## config.mk

```make
export PLATFORM = sky130hd
export DESIGN_NAME = adder_pipe_flat
export DESIGN_NICKNAME = d
export VERILOG_FILES = /design/src/rtl/adder_pipe_if.sv /design/src/rtl/adder_pipe.sv /design/src/flat_wrapper.sv
export SDC_FILE = /design/constraint.sdc
export NUM_CORES = 1
export LEC_CHECK = 0
export ABC_CLOCK_PERIOD_IN_PS = 2300
export CAP_MARGIN = 20
export CELL_PAD_IN_SITES_DETAIL_PLACEMENT = 0
export CELL_PAD_IN_SITES_GLOBAL_PLACEMENT = 2
export CORE_MARGIN = 3
export CORE_UTILIZATION = 23
export CTS_CLUSTER_SIZE = 40
export DETAILED_ROUTE_END_ITERATION = 12
export PLACE_DENSITY = 0.59
export SYNTH_ARGS = -nofsm -noshare
export SYNTH_HDL_FRONTEND = slang
export SYNTH_SLANG_ARGS = --single-unit
```

## constraint.sdc

```tcl
create_clock -name clk -period 2.3 [get_ports clk]
set_input_delay 0.345 -clock clk [delete_from_list [all_inputs] [get_ports clk]]
set_output_delay 0.345 -clock clk [all_outputs]
set_load 0.02 [all_outputs]
```

## src/rtl/adder_pipe_if.sv

```systemverilog
`default_nettype none
// ---------------------------------------------------------------------------
// adder_pipe_if : operand/result handshake bundle for adder_pipe
// Revision      : 1.0
// ---------------------------------------------------------------------------
interface adder_pipe_if #(
   parameter int WIDTH = 8
);
   logic             in_valid;
   logic             in_ready;
   logic [WIDTH-1:0] a;
   logic [WIDTH-1:0] b;
   logic             cin;
   logic             sub;
   logic             out_valid;
   logic             out_ready;
   logic [WIDTH-1:0] sum;
   logic             cout;
   logic             ovf;

   modport master (
      output in_valid, a, b, cin, sub, out_ready,
      input  in_ready, out_valid, sum, cout, ovf
   );

   modport slave (
      input  in_valid, a, b, cin, sub, out_ready,
      output in_ready, out_valid, sum, cout, ovf
   );
endinterface
`default_nettype wire

```

## src/rtl/adder_pipe.sv

```systemverilog
`default_nettype none
// ---------------------------------------------------------------------------
// adder_pipe : chunked, pipelined adder/subtractor with valid/ready handshake
// Revision   : 1.0
// ---------------------------------------------------------------------------
module adder_pipe #(
   parameter int WIDTH  = 8,
   parameter int STAGES = 2
) (
   input  logic        clk,
   input  logic        rst_n,
   adder_pipe_if.slave bus
);
   localparam int CHUNK = WIDTH / STAGES;

   logic                  w_adv;
   logic [STAGES-1:0]     r_valid;
   logic [WIDTH-1:0]      r_a [STAGES];
   logic [WIDTH-1:0]      r_b [STAGES];
   logic [WIDTH-1:0]      r_s [STAGES];
   logic [STAGES-1:0]     r_c;
   logic                  r_ovf;

   logic [STAGES-1:0]     w_vin;
   logic [STAGES-1:0]     w_cin;
   logic [WIDTH-1:0]      w_ain   [STAGES];
   logic [WIDTH-1:0]      w_bin   [STAGES];
   logic [WIDTH-1:0]      w_sin   [STAGES];
   logic [WIDTH-1:0]      w_snext [STAGES];
   logic [CHUNK:0]        w_tot   [STAGES];
   logic                  w_ovf;

   assign w_adv = !r_valid[STAGES-1] || bus.out_ready;

   // Each stage register carries the still-pending upper operand chunks and
   // the already-finished lower sum chunks, so a beat stays aligned end to end.
   always_comb begin
      w_vin[0] = bus.in_valid;
      w_ain[0] = bus.a;
      w_bin[0] = bus.sub ? ~bus.b : bus.b;
      w_cin[0] = bus.sub | bus.cin;
      w_sin[0] = '0;
      for (int k = 1; k < STAGES; k++) begin
         w_vin[k] = r_valid[k-1];
         w_ain[k] = r_a[k-1];
         w_bin[k] = r_b[k-1];
         w_cin[k] = r_c[k-1];
         w_sin[k] = r_s[k-1];
      end
      for (int k = 0; k < STAGES; k++) begin
         w_tot[k] = {1'b0, w_ain[k][k*CHUNK +: CHUNK]}
                  + {1'b0, w_bin[k][k*CHUNK +: CHUNK]}
                  + {{CHUNK{1'b0}}, w_cin[k]};
         w_snext[k] = w_sin[k];
         w_snext[k][k*CHUNK +: CHUNK] = w_tot[k][CHUNK-1:0];
      end
      // carry into the MSB is recovered from the MSB sum bit and its operands
      w_ovf = w_ain[STAGES-1][WIDTH-1] ^ w_bin[STAGES-1][WIDTH-1]
            ^ w_tot[STAGES-1][CHUNK-1] ^ w_tot[STAGES-1][CHUNK];
   end

   always_ff @(posedge clk or negedge rst_n) begin
      if (!rst_n) begin
         r_valid <= '0;
         r_c     <= '0;
         r_ovf   <= 1'b0;
         for (int k = 0; k < STAGES; k++) begin
            r_a[k] <= '0;
            r_b[k] <= '0;
            r_s[k] <= '0;
         end
      end else if (w_adv) begin
         r_valid <= w_vin;
         for (int k = 0; k < STAGES; k++) begin
            if (w_vin[k]) begin
               r_a[k] <= w_ain[k];
               r_b[k] <= w_bin[k];
               r_s[k] <= w_snext[k];
               r_c[k] <= w_tot[k][CHUNK];
            end
         end
         if (w_vin[STAGES-1]) begin
            r_ovf <= w_ovf;
         end
      end
   end

   assign bus.in_ready  = w_adv;
   assign bus.out_valid = r_valid[STAGES-1];
   assign bus.sum       = r_s[STAGES-1];
   assign bus.cout      = r_c[STAGES-1];
   assign bus.ovf       = r_ovf;

endmodule
`default_nettype wire

```

## src/flat_wrapper.sv

```systemverilog
// flat-port wrapper written by rule: the top's interface ports become plain ports
module adder_pipe_flat 
#(
   parameter int WIDTH  = 8,
   parameter int STAGES = 2
)
  (clk, rst_n, bus_in_valid, bus_a, bus_b, bus_cin, bus_sub, bus_out_ready, bus_in_ready, bus_out_valid, bus_sum, bus_cout, bus_ovf);
  adder_pipe_if #(.WIDTH(WIDTH)) bus_i ();
  input  logic clk;
  input  logic rst_n;
  input wire logic [$bits(bus_i.in_valid)-1:0] bus_in_valid;
  input wire logic [$bits(bus_i.a)-1:0] bus_a;
  input wire logic [$bits(bus_i.b)-1:0] bus_b;
  input wire logic [$bits(bus_i.cin)-1:0] bus_cin;
  input wire logic [$bits(bus_i.sub)-1:0] bus_sub;
  input wire logic [$bits(bus_i.out_ready)-1:0] bus_out_ready;
  output wire logic [$bits(bus_i.in_ready)-1:0] bus_in_ready;
  output wire logic [$bits(bus_i.out_valid)-1:0] bus_out_valid;
  output wire logic [$bits(bus_i.sum)-1:0] bus_sum;
  output wire logic [$bits(bus_i.cout)-1:0] bus_cout;
  output wire logic [$bits(bus_i.ovf)-1:0] bus_ovf;
  assign bus_i.in_valid = bus_in_valid;
  assign bus_i.a = bus_a;
  assign bus_i.b = bus_b;
  assign bus_i.cin = bus_cin;
  assign bus_i.sub = bus_sub;
  assign bus_i.out_ready = bus_out_ready;
  assign bus_in_ready = bus_i.in_ready;
  assign bus_out_valid = bus_i.out_valid;
  assign bus_sum = bus_i.sum;
  assign bus_cout = bus_i.cout;
  assign bus_ovf = bus_i.ovf;
  adder_pipe #(.WIDTH(WIDTH), .STAGES(STAGES)) u_core (.clk(clk), .rst_n(rst_n), .bus(bus_i));
endmodule
```

==> results of run 1 <==
==> critical path: cells and delay by family <==
kind | cells | cell delay, ns
buffers and inverters | 1 | 0.47
AOI/OAI and AO/OA | 3 | 0.38
adders and majority gates | 2 | 0.76
and+or+nand+nor | 1 | 0.33
==> cell usage after synthesis, types with 3 or more instances <==
master   number
dfrtp_1      25
nand2_1      11
o21ai_0      10
xor2_1        9
buf_4         8
mux2_4        7
ha_1          6
mux2_2        5
a21oi_1       4
fa_1          4
inv_1         4
xnor2_1       4
a21o_1        3
nor2_1        3
==> sequential cells by signal (all words and copies together) (netlist names) <==
| register | cells |
|---|---|
| u_core.r_s | 4 |
| u_core.bus.ovf | 1 |
| u_core.r_a | 4 |
| u_core.r_b | 4 |
| u_core.r_valid | 2 |
| u_core.bus.sum | 8 |
| u_core.r_c | 2 |
==> power by group through the flow <==
stage / Clock [mW] / Combinational (mW) / Sequential (mW)
global route: 0.290 / 0.784 / 0.680
CTS: 0.270 / 0.728 / 0.664
detailed placement: 0 / 0.726 / 0.674
floorplan: 0 / 0.515 / 0.674
finish: 0.261 / 0.710 / 0.659
global placement: 0 / 0.718 / 0.669
==> cell families (layout without fill, tap and decap cells) <==
family	count (synthesis)	count (layout)	synth area share, %
AND/OR/NAND/NOR	19	19	7.052
flip-flops	25	25	45.79
adder cells (fa/ha/maj)	10	10	11.36
buffers and inverters	16	46	7.875
multiplexers	12	12	11.81
AO/OA/AOI/OAI	19	19	7.784
XOR/XNOR	13	13	8.333
==> per-stage QoR <==
stage / hold WS [ns] / utilization, %
after floorplan: 0.04941 / -
after global placement: 0.4623 / 30.69
after detailed placement: 0.4693 / 30.69
after CTS: 0.4516 / 31.49
after global routing: 0.4623 / 31.54
final: 0.4422 / 31.54
==> cell type report <==
| type | count | area (sq um) | share of cell area, % |
|---|---|---|---|
| Multi-Input combinational cell | 73 | 635.6 | 35.72 |
| Clock buffer | 4 | 45.04 | 2.532 |
| Sequential cell | 25 | 625.6 | 35.16 |
| Timing Repair Buffer | 38 | 367.9 | 20.68 |
| Tap cell | 72 | 90.09 | 5.063 |
| Inverter | 4 | 15.01 | 0.8439 |
==> metal layers <==
metal	vias to the layer above	wire length, um	global-route usage, %
li1	429	-	-
met1	401	1089	9.108
met2	22	1297	14.14
met3	2	120	2.381
met4	0	10	2.229
met5	-	0	0
==> worst paths after layout <==
check | start | to | cells after the start
max | bus_sub | u_core.r_c[0] | 7
max reg2reg | u_core.r_c[0] | u_core.bus.ovf | 7
min in group clk | u_core.bus.sum[7] | u_core.bus.sum[7] | 2
min | rst_n | u_core.r_a[14] | 2
max in group asynchronous | rst_n | u_core.bus.sum[0] | 2
min reg2reg | u_core.bus.sum[7] | u_core.bus.sum[7] | 2
==> impl_metrics.yaml, run 1 <==
power:
  switching_share_pct: 33.05
  p_sw_uw: 538.4
  ir_worst_vdd_v: 0.0003069
  internal_power_mw: 1.091
  fin_total_pwr_mw: 1.629
  power_frac_seq_pct: 40.4
  p_leak_nw: 0.7971
  combPwrFrac_pct: 43.6
  p_per_area_nw_per_um2: 915.6
  power_frac_clock_pct: 16.0
route:
  drtIter0Drc: 15
  wl_per_cell_um: 11.65
  antenna_left: 0
  drcViolationCount: 0
  vias: 854
  drt-pass1-iter-count: 2
  wl_mm: 2.517
  viasPerCell: 3.954
min_path:
  min_path_type: "in -> async"
global_routing:
  grt_pass1_wl_mm: 4.402
  grt_usage_pct: 7.921
  antenna_found_initial: 0
  grt_pass1_vias: 932
  grt_overflow: 0
  grt_max_degree: 26
sta:
  hold_viol: 0
  relSlewSlack_pct: 70.09
  layout_min_cycle_time_ns: 2.136
  setup_slack_ns: 0.1643
  setup_viol: 0
  fmax_ghz: 0.4682
  post-route-period-util_pct: 92.86
  grt_setup_unrepaired: "false"
  fin_tns_setup_ns: 0
  worst_slew_pin_slew_ns: 0.4470
  final_max_slew_viol_count: 0
  final.setup_skew_ns: 0.006287
cts:
  cts_hold_buf: 0
  cts_setup_buffers: 0
  clkSinkCount: 25
  tritoncts: "built"
  insertion_delay_ns: 0.27
  cts_resized: 0
  cts_root_buffer: "clkbuf_8"
  cts_buffers: 3
  cts.htree.levels: 1
  clk_path_buf_depth: 2
  clk_pin_slew_worst_paths_ns: 0.09
placed_design:
  dp_hpwl_mm: 2.018
  globalplace.congestion: 0.7241
  io_buffers: 33
  dp.cells: 212
  dpl_cell_area_sq_um: 1732
  pre_cts_ws_ns: -0.2037
yosys:
  synth.distinct_cells: 23
  synth_ff_type: "dfrtp_1"
  ys_async_sr_fraction_pct: 100.0
  synth_edf_count: 0
  synth_top_area_cell: "dfrtp_1"
  synth-seq-cells: 25
  synthCells: 114
  netlist_area_sq_um: 1366
  syn_nets: 146
  synth_area_leaders: "dfrtp_1 (46%), mux2_4 (7.7%), fa_1 (5.9%)"
  ys_warn_count: 0
  netlist.area_leader.share_pct: 45.79
  yosysSeqAreaShare_pct: 45.79
  synth.avg_cell_area_sq_um: 11.99
finish:
  final_common_cell: "clkdlybuf4s50_1"
  design_area_sq_um: 1779
  drive_above_1_share_pct: 18.06
  syn2layout_area_growth_pct: 30.22
  fillCellCount: 584
  final_cells: 216
  antenna_cells: 0
  layout_common_cells: "clkdlybuf4s50_1 (33), dfrtp_1 (25), nand2_1 (11), o21ai_0 (10), xor2_1 (9)"
  nets: 177
floorplanning:
  core-area_sq_um: 5642
  die_h_um: 83.08
  start_util_pct: 24.22
  die_area_sq_um: 6901
  die_x_um: 83.08
  rows: 27
  num_io_pins: 34
worst_setup_path:
  start_kind: "input port"
  r2r_setup_slack_ns: 0.48
  cp_slowest_cell: "clkdlybuf4s50_1"
  crit_arrival_ns: 2.28
  slowest_delay_ns: 0.47
  required_ns: 2.44
  endpoint_kind: "flop"
  crit_chain: "clkdlybuf4s50_1 > or2_2 > fa_2 > fa_1 > a21o_1 > a21oi_1 > o21ai_0"
  criticalPathCategory: "in -> reg"
  cp_max_fo: 4
status:
  status: "completed"
flow_run:
  drv_cap: 0
Power figures use the tool's default switching activity.
==> inputs of run 2 (changes only) <==
CELL_PAD_IN_SITES_DETAIL_PLACEMENT = not set   (was 0)
CELL_PAD_IN_SITES_GLOBAL_PLACEMENT = not set   (was 2)
PLACE_DENSITY = 0.41   (was 0.59)
==> impl_metrics.yaml, run 2 (same netlist as run 1, synthesis figures left out) <==
status:
  status: "completed"
global_routing:
  antenna_found_initial: 0
  grt_pass1_wl_mm: 4.126
  grt_pass1_vias: 889
  grt_usage_pct: 7.433
  grt_max_degree: 26
  grt_overflow: 0
floorplanning:
  core-area_sq_um: 5642
  rows: 27
  num_io_pins: 34
  die_x_um: 83.08
  start_util_pct: 24.22
  die_area_sq_um: 6901
  die_h_um: 83.08
placed_design:
  pre_cts_ws_ns: -0.1972
  dp.cells: 212
  globalplace.congestion: 0.6879
  io_buffers: 33
  dp_hpwl_mm: 1.952
cts:
  cts_buffers: 3
  clk_pin_slew_worst_paths_ns: 0.09
  cts.htree.levels: 1
  clk_path_buf_depth: 2
  clkSinkCount: 25
  cts_root_buffer: "clkbuf_8"
  insertion_delay_ns: 0.27
  cts_setup_buffers: 0
  tritoncts: "built"
route:
  viasPerCell: 3.940
  drt-pass1-iter-count: 2
  drtIter0Drc: 24
  wl_mm: 2.422
  antenna_left: 0
  wl_per_cell_um: 11.21
  drcViolationCount: 0
  vias: 851
sta:
  post-route-period-util_pct: 92.53
  setup_slack_ns: 0.1719
  timing.hold.ws_ns: 0.4334
  fin_tns_setup_ns: 0
  hold_viol: 0
  grt_setup_unrepaired: "false"
  worst_slew_pin_slew_ns: 0.4303
  layout_min_cycle_time_ns: 2.128
  relSlewSlack_pct: 71.21
  final_max_slew_viol_count: 0
  fmax_ghz: 0.4699
  setup_viol: 0
  final.setup_skew_ns: 0.004802
finish:
  final_cells: 216
  seq_area_sq_um: 625.6
  syn2layout_area_growth_pct: 30.49
  nets: 177
  layout_common_cells: "clkdlybuf4s50_1 (33), dfrtp_1 (25), nand2_1 (11), o21ai_0 (10), xor2_1 (9)"
  final_common_cell: "clkdlybuf4s50_1"
  multiInputGateArea_sq_um: 635.6
  largest_reg_flops: 8
  fillCellCount: 569
  drive_above_1_share_pct: 18.75
  antenna_cells: 0
min_path:
  min_path_type: "in -> async"
worst_setup_path:
  start_kind: "input port"
  r2r_end: "u_core.bus.ovf"
  rr_startpoint: "u_core.r_c[0]"
  crit_end: "u_core.r_c[0]"
  worst_r2r_path_depth: 7
  crit_arrival_ns: 2.27
  required_ns: 2.44
  cp-startpoint: "bus_sub"
  endpoint_kind: "flop"
  cp_max_fo: 4
  criticalPathCategory: "in -> reg"
  r2r_setup_slack_ns: 0.52
power:
  fin_total_pwr_mw: 1.627
  ir_worst_vdd_v: 0.0003013
  p_leak_nw: 0.7961
  p_per_area_nw_per_um2: 912.3
flow_run:
  drv_cap: 0
run 2: changes by cell type in the layout (fill, tap and decap cells not counted):
cell / delta
clkbuf_1: -1
clkinvlp_4: +1
run 2: what timing repair did:
| action | CTS | global route |
|---|---|---|
| gates resized for setup | 0 | 1 |
| endpoints found under the setup margin | 0 | 1 |
| hold buffers | 0 | 0 |
run 2: area by class of cell:
class / count / area share, %
multi-input cells: 73 / 35.65
inverters: 4 / 0.8421
flip-flops and latches: 25 / 35.09
well taps: 72 / 5.053
repair buffers: 38 / 20.63
clock inverters: 1 / 0.4211
clock buffers: 3 / 2.316
run 2: where the power goes:
part           switching, mW  leakage, nW  internal [mW]
clock                  0.140       0.0217          0.123
sequential            0.0793        0.300          0.581
combinational          0.319        0.474          0.384
run 2: worst max-delay path, stage by stage:
cell             delay (ns)
clkdlybuf4s50_1        0.47
or2_2                  0.33
fa_2                   0.36
fa_1                   0.39
a21o_1                 0.16
a21oi_1                0.13
o21ai_0                0.08
run 2: worst min-delay path by stage:
stage	start	cells after the start	to	slack (ns)
after floorplan	rst_n	0	u_core.bus.ovf	0.05
after global placement	u_core.bus.sum[7]	2	u_core.bus.sum[7]	0.47
after detailed placement	u_core.bus.sum[6]	2	u_core.bus.sum[6]	0.47
after CTS	rst_n	2	u_core.bus.ovf	0.45
after global routing	rst_n	2	u_core.bus.ovf	0.45
final	rst_n	2	u_core.bus.ovf	0.43
run 2: through the flow:
step	utilization (%)	instance area (sq um)
6_report	31.60	1783
5_1_grt	31.60	1783
4_1_cts	31.56	1780
3_5_place_dp	30.69	1732
3_3_place_gp	30.69	1732
2_1_floorplan	-	1366
run 2: layer usage:
layer  global-route usage (%)  vias to the layer above  routed length, um
met4                    2.675                        0                 40
li1                         -                      427                  -
met1                    8.653                      397               1036
met3                    2.282                        5                114
met5                        0                        -                  0
met2                    12.83                       22               1231
==> inputs of run 3 (changes only) <==
CTS_BUF_LIST = sky130_fd_sc_hd__clkbuf_16   (was not set)
HOLD_SLACK_MARGIN = 0.15   (was not set)
==> impl_metrics.yaml, run 3 (same netlist as run 1, synthesis figures left out) <==
placed_design:
  io_buffers: 33
  globalplace.congestion: 0.6879
  dpl_cell_area_sq_um: 1732
  dp.cells: 212
  pre_cts_ws_ns: -0.1972
  dp_hpwl_mm: 1.952
floorplanning:
  rows: 27
  num_io_pins: 34
  die_h_um: 83.08
  die_x_um: 83.08
  start_util_pct: 24.22
  die_area_sq_um: 6901
  core-area_sq_um: 5642
power:
  p_leak_nw: 0.8115
  internal_power_mw: 1.202
  p_per_area_nw_per_um2: 964.4
  switching_share_pct: 31.38
  power_frac_clock_pct: 22.1
  p_sw_uw: 549.8
  power_frac_seq_pct: 37.8
  combPwrFrac_pct: 40.2
  ir_worst_vdd_v: 0.0003014
  fin_total_pwr_mw: 1.752
worst_setup_path:
  cp_slowest_cell: "clkdlybuf4s50_1"
  criticalPathCategory: "in -> reg"
  start_kind: "input port"
  crit_arrival_ns: 2.27
  endpoint_kind: "flop"
  crit_chain: "clkdlybuf4s50_1 > or2_2 > fa_2 > fa_1 > a21o_1 > a21oi_1 > o21ai_0"
  required_ns: 2.43
  cp_max_fo: 4
  slowest_delay_ns: 0.47
route:
  drtIter0Drc: 34
  wl_mm: 2.420
  viasPerCell: 3.972
  drt-pass1-iter-count: 2
  vias: 858
  wl_per_cell_um: 11.20
  drcViolationCount: 0
  antenna_left: 0
cts:
  tritoncts: "built"
  cts.htree.levels: 1
  cts_root_buffer: "clkbuf_16"
  clk_path_buf_depth: 2
  cts_hold_buf: 0
  insertion_delay_ns: 0.26
  cts_buffers: 3
  clkSinkCount: 25
  clk_pin_slew_worst_paths_ns: 0.07
min_path:
  min_path_type: "in -> async"
flow_run:
  drv_cap: 0
finish:
  antenna_cells: 0
  nets: 177
  final_cells: 216
  syn2layout_area_growth_pct: 32.97
  final_common_cell: "clkdlybuf4s50_1"
  utilization_pct: 32.20
  drive_above_1_share_pct: 18.75
  design_area_sq_um: 1817
  largest_reg_flops: 8
  layout_common_cells: "clkdlybuf4s50_1 (33), dfrtp_1 (25), nand2_1 (11), o21ai_0 (10), xor2_1 (9)"
sta:
  relSlewSlack_pct: 71.43
  setup_slack_ns: 0.1543
  final.setup_skew_ns: 0.004931
  timing.hold.ws_ns: 0.4502
  hold_viol: 0
  layout_min_cycle_time_ns: 2.146
  worst_slew_pin_slew_ns: 0.4270
  final_max_slew_viol_count: 0
  grt_setup_unrepaired: "false"
  post-route-period-util_pct: 93.29
  fmax_ghz: 0.4660
  fin_tns_setup_ns: 0
  setup_viol: 0
global_routing:
  grt_pass1_wl_mm: 4.146
  grt_pass1_vias: 889
  grt_overflow: 0
  antenna_found_initial: 0
  grt_usage_pct: 7.515
  grt_max_degree: 26
status:
  status: "completed"
## run 3: changes by cell type in the layout (fill, tap and decap cells not counted)
cell	delta
clkbuf_16	+3
clkbuf_8	-3
## run 3: cell type report
class                      instances  area (sq um)
fill                             567          3825
clock inverter                     1         7.507
clock buffer                       3         75.07
inverter                           4         15.01
tap                               72         90.09
timing repair buffer              38         367.9
sequential                        25         625.6
multi-input combinational         73         635.6
## run 3: critical path: cells and delay by family
kind	cells	cell delay (ns)
simple gates	1	0.33
buf+inv	1	0.47
fa+ha+maj	2	0.75
compound gates	3	0.37
## run 3: layer usage
metal  global-route usage (%)  vias to the layer above  routed length (um)
met2                    13.19                       22                1261
met5                        0                        -                   0
met4                    3.120                        0                  38
li1                         -                      427                   -
met3                    2.282                        5                 116
met1                    8.400                      404                1005
## run 3: timing repair
| action | 4_1_cts | 5_1_grt |
|---|---|---|
| setup buffers | 0 | 0 |
| gates resized for setup | 0 | 1 |
| setup endpoints to repair | 0 | 2 |
## run 3: final timing paths
| check | from | to | slack [ns] | cells after the start |
|---|---|---|---|---|
| min reg2reg | u_core.bus.sum[6] | u_core.bus.sum[6] | 0.48 | 2 |
| max reg2reg | u_core.r_c[0] | u_core.bus.ovf | 0.52 | 7 |
| max | bus_sub | u_core.r_c[0] | 0.15 | 7 |
| min in group clk | u_core.bus.sum[6] | u_core.bus.sum[6] | 0.48 | 2 |
| min | rst_n | u_core.bus.ovf | 0.45 | 2 |
| max in group asynchronous | rst_n | u_core.bus.sum[1] | 1.60 | 2 |
## run 3: power groups by stage
| stage | Sequential [mW] | Combinational [mW] | Clock, mW |
|---|---|---|---|
| global placement | 0.668 | 0.719 | 0 |
| floorplan | 0.674 | 0.515 | 0 |
| CTS | 0.667 | 0.722 | 0.398 |
| global route | 0.686 | 0.777 | 0.421 |
| detailed placement | 0.675 | 0.720 | 0 |
| finish | 0.662 | 0.704 | 0.386 |
